**config.mk**
```make
export PLATFORM = sky130hd
export DESIGN_NAME = tdm_demux
export DESIGN_NICKNAME = d
export VERILOG_FILES = /design/src/rtl/tdm_demux.sv
export SDC_FILE = /design/constraint.sdc
export NUM_CORES = 1
export LEC_CHECK = 0
export CAP_MARGIN = 15
export CORE_ASPECT_RATIO = 2
export CORE_MARGIN = 3
export CORE_UTILIZATION = 50
export DETAILED_ROUTE_END_ITERATION = 16
export GPL_TIMING_DRIVEN = 1
export PLACE_DENSITY = 0.87
export SYNTH_ARGS = -nofsm -noshare
export SYNTH_HDL_FRONTEND = slang
export SYNTH_SLANG_ARGS = --single-unit
```
**constraint.sdc**
```tcl
create_clock -name clk -period 1.9 [get_ports clk]
set_input_delay 0.285 -clock clk [delete_from_list [all_inputs] [get_ports clk]]
set_output_delay 0.285 -clock clk [all_outputs]
set_load 0.03 [all_outputs]
```
**src/rtl/tdm_demux.sv**
```systemverilog
// tdm_demux -- receive side of the time-division channel mux.
//
// Takes a serial stream of W-bit beats framed by a start-of-frame marker and
// routes slot k of every frame to output channel k. Beats are collected in a
// shadow buffer; only a fully received frame is copied into out_data, so all
// channels update together and hold until the next complete frame.
//
// Parameters:
//   CH  number of channels / slots per frame (2..16)
//   W   width of a beat and of each channel
//   SW  derived slot-index width, clog2(CH)
//
// Ports:
//   clk        system clock, rising edge
//   rst        asynchronous active-high reset
//   in_valid   beat present on in_data
//   in_sof     start of frame (slot 0), qualified by in_valid
//   in_data    beat payload
//   out_data   channel k at bits [k*W +: W], last complete frame
//   out_valid  one-cycle pulse when out_data has just been updated
//   slot       index of the next expected slot (0 while idle)
//   frame_err  one-cycle pulse when a frame is aborted by an early in_sof
module tdm_demux #(
  parameter int CH = 4,
  parameter int W  = 8,
  localparam int SW = $clog2(CH)
) (
  input  logic            clk,
  input  logic            rst,
  input  logic            in_valid,
  input  logic            in_sof,
  input  logic [W-1:0]    in_data,
  output logic [CH*W-1:0] out_data,
  output logic            out_valid,
  output logic [SW-1:0]   slot,
  output logic            frame_err
);

  typedef enum logic {
    IDLE = 1'b0,
    RECV = 1'b1
  } state_t;

  localparam logic [SW-1:0] LAST_SLOT  = SW'(CH - 1);
  localparam logic [SW-1:0] FIRST_NEXT = SW'(1);

  state_t state;

  // A sof beat is always accepted (new frame, or restart of an aborted one);
  // a plain beat is only accepted while a frame is in progress.
  logic            accept_sof;
  logic            accept_cont;
  logic            capture;
  logic [SW-1:0]   cap_idx;
  logic [CH*W-1:0] frame_next;

  assign accept_sof  = in_valid && in_sof;
  assign accept_cont = in_valid && !in_sof && (state == RECV);
  assign capture     = accept_sof || accept_cont;
  assign cap_idx     = accept_sof ? '0 : slot;

  // Shadow buffer, one lane per slot. The final slot never needs storage:
  // its beat is the one completing the frame, so it is taken straight from
  // in_data when the frame is copied to the output.
  for (genvar gi = 0; gi < CH; gi++) begin : g_lane
    if (gi < CH - 1) begin : g_store
      logic [W-1:0] lane_reg;

      always_ff @(posedge clk or posedge rst) begin
        if (rst) begin
          lane_reg <= '0;
        end else if (capture && (cap_idx == SW'(gi))) begin
          lane_reg <= in_data;
        end
      end

      assign frame_next[gi*W +: W] = lane_reg;
    end else begin : g_final
      assign frame_next[gi*W +: W] = in_data;
    end
  end

  // Frame FSM. Outputs are registered; out_valid and frame_err are
  // single-cycle pulses cleared by default every cycle.
  always_ff @(posedge clk or posedge rst) begin
    if (rst) begin
      state     <= IDLE;
      slot      <= '0;
      out_data  <= '0;
      out_valid <= 1'b0;
      frame_err <= 1'b0;
    end else begin
      out_valid <= 1'b0;
      frame_err <= 1'b0;
      case (state)
        IDLE: begin
          // Beats without sof are junk between frames and are dropped.
          if (accept_sof) begin
            slot  <= FIRST_NEXT;
            state <= RECV;
          end
        end
        RECV: begin
          if (accept_sof) begin
            // Early sof: the partial frame is discarded (out_data untouched)
            // and this beat becomes slot 0 of the next frame.
            frame_err <= 1'b1;
            slot      <= FIRST_NEXT;
          end else if (accept_cont) begin
            if (slot == LAST_SLOT) begin
              out_data  <= frame_next;
              out_valid <= 1'b1;
              slot      <= '0;
              state     <= IDLE;
            end else begin
              slot <= slot + FIRST_NEXT;
            end
          end
        end
        default: begin
          state <= IDLE;
          slot  <= '0;
        end
      endcase
    end
  end

endmodule

```
==> flow_summary.yaml, run 1 <==
outcome:
  outcome: "finished, final reports clean"
pwr:
  switching_share_pct: 33.7
  power.net_switching_mw: 1.96
  p_seq_share_pct: 38.1
  powerDensity_nw_per_um2: 1840
  pwr-share-clk_pct: 23.6
  max-vdd-ir-drop_mv: 1.21
  intPower_mw: 3.86
  leakage_nw: 1.42
  p_comb_share_pct: 38.3
synthesis:
  synth_warnings: 0
  synth-edff-count: 0
  synth_seq_cells: 61
  synthesis.nets: 156
  netlist_top_cells_area: "dfrtp_1, mux2_2, mux2_1, buf_2, nor4b_4"
  ys_async_sr_fraction_pct: 100
  synth_xor_area_share_pct: 0
  synth_area_um2: 2350
  synth_top_family_by_area: "multiplexers"
  synth_fa_ha_area_share_pct: 0.533
  yosys.cell_count.top_type: "dfrtp_1"
  yosys.area_share.simple_pct: 4.16
  syn_area_per_cell_um2: 16.4
  synth-compound-area-share_pct: 1.55
  netlist-cell-type-count: 20
  synth_mux_area_share_pct: 26.9
  netlist_instances: 143
  synth_top_cell_by_area: "dfrtp_1"
  synth_top_area_share_pct: 65.0
  yosysSeqAreaShare_pct: 65.0
  synth_common_cells: "dfrtp_1, mux2_2, buf_2"
  synth_ff_type: "dfrtp_1"
clock_network:
  cts_setup_buffers: 0
  cts.sinks: 61
  root_buffer: "clkbuf_8"
  clockBufferDepth: 2
  htreeDepth: 3
  clk_pin_slew_ns: 0.06
  cts_tree: "yes"
  worstSkewPairLatency_ns: 0.32
  ctsHoldBuffers: 0
  cts_inserted_buffers: 9
  cts_resized: 0
floorplan:
  fp.dieW_um: 54.5
  ios: 48
  row_count: 34
  core_area_um2: 4420
  start_util_pct: 53.1
  die_h_um: 103
  dieArea_um2: 5600
global_route:
  overflow: 0
  grt_pass1_vias: 1603
  antenna_found_initial: 0
  grt_pass1_wl_um: 8030
  grt_max_degree: 62
  grt_usage_pct: 20.5
finish:
  nets: 214
  diodes: 0
  design_area_um2: 3160
  largest_reg_flops: 32
  drive_gt1_share_pct: 37.9
  area_growth_pct: 34.8
detailed_routing:
  first_iter_violations: 11
  ant_nets: 0
  vias_per_cell: 5.37
  drt_first_pass_iters: 3
  drc_errors: 0
  routed_wl_um: 4800
  vias: 1395
  wl_per_cell_um: 18.5
sta:
  fin_skew_ns: 0.00597
  rsz0062_at_grt: "false"
  max_slew_margin_pct: 70.3
  setup_viol: 0
  hold_viol: 0
  slew_violations: 0
  max_freq_mhz: 546
  fin_crit_ns: 1.83
  setup-tns-final_ns: 0
  period_share_pct: 96.5
  worstMarginPinSlew_ns: 0.445
setup_path:
  critical-path-max-stage-delay_ns: 0.73
  worstSetupStartpointType: "flop"
  cpLargestDelayFamily: "buffers and inverters"
  worstSetupPathType: "reg2out"
  cp-end-kind: "output pin"
  cp_slowest_cell: "clkdlybuf4s50_1"
  critPathBufInv: 1
  crit_fanout: 7
  crit_path_cell_trace: "clkdlybuf4s50_1"
  cp.required_ns: 1.62
  cp_data_arrival_time_ns: 1.55
placement:
  io_buffers: 47
  place.gp.congestion: 0.759
  placed_cell_area_um2: 2920
  place_hpwl_um: 3330
min_path:
  hold_class: "in2async"
flow_run:
  drv_cap: 0
==> area by class of cell <==
cell class	count	area, µm²
Fill cell	294	1260
Timing Repair Buffer	53	541
Inverter	3	11.3
Multi-Input combinational cell	73	777
Clock buffer	12	145
Tap cell	54	67.6
Clock inverter	4	95.1
Sequential cell	61	1530
==> per-layer routing <==
layer	part of all wire (%)	up-vias	track usage (%)
met5	0	-	0
met1	36	723	23.4
met3	4.2	7	5.64
met2	58	37	35.5
met4	1.1	0	7.49
li1	-	628	-
==> worst paths after layout <==
check / cells after the start / slack, ns / from / to
worst max-delay path: 1 / 0.07 / slot[0]$_DFFE_PP0P_ / slot[0]
worst min-delay path: 3 / 0.33 / rst / out_data[1]$_DFFE_PP0P_
worst max register to register: 4 / 0.24 / slot[0]$_DFFE_PP0P_ / out_data[19]$_DFFE_PP0P_
worst min register to register: 1 / 0.48 / g_lane[1].g_store.lane_reg[2]$_DFFE_PP0P_ / g_lane[1].g_store.lane_reg[2]$_DFFE_PP0P_
max in group asynchronous: 3 / 1.31 / rst / out_data[2]$_DFFE_PP0P_
min in group clk: 1 / 0.48 / g_lane[1].g_store.lane_reg[2]$_DFFE_PP0P_ / g_lane[1].g_store.lane_reg[2]$_DFFE_PP0P_
==> placed cells by master, fill, tap and decap left out, drive strengths merged <==
cell type / count
dfrtp: 61
mux2: 56
clkdlybuf4s50: 47
clkbuf: 12
buf: 6
nand2: 4
bufinv: 3
inv: 3
nor3b: 2
o21ai: 2
nand4b: 1
nor4: 1
nor4b: 1
a22o: 1
and3: 1
nand3: 1
o21a: 1
o22ai: 1
ha: 1
clkinv: 1
==> metrics by stage <==
stage | std cells | utilization, % | hold slack (ns) | setup WS [ns] | power (mW)
final | 260 | 71.5 | 0.334 | 0.0674 | 5.83
after global routing | 260 | 71.5 | 0.370 | 0.00937 | 6.12
after CTS | 260 | 71.5 | 0.348 | 0.0456 | 5.88
after detailed placement | 244 | 66.1 | 0.475 | 0.0498 | 4.48
after global placement | 244 | 66.1 | 0.464 | 0.101 | 4.36
after floorplan | 143 | - | 0.420 | 0.102 | 3.52
==> power by group through the flow <==
stage	logic [mW]	clock network, mW	registers (mW)
2_1_floorplan	0.713	0	2.81
3_3_place_gp	2.18	0	2.18
3_5_place_dp	2.25	0	2.24
4_1_cts	2.26	1.40	2.22
5_1_grt	2.37	1.46	2.28
6_report	2.23	1.38	2.22
==> logic make-up after synthesis <==
family | after synthesis
multiplexers | 56
AND/OR/NAND/NOR | 11
AO/OA/AOI/OAI | 5
flip-flops | 61
buffers and inverters | 9
adder cells (fa/ha/maj) | 1
No activity file was read; power rests on OpenSTA's default activity.
==> run 2: changes to the inputs <==
- SLEW_MARGIN: default -> 40
==> results of run 2 <==
The final DEF is identical to that of run 1; final timing and power are the same.
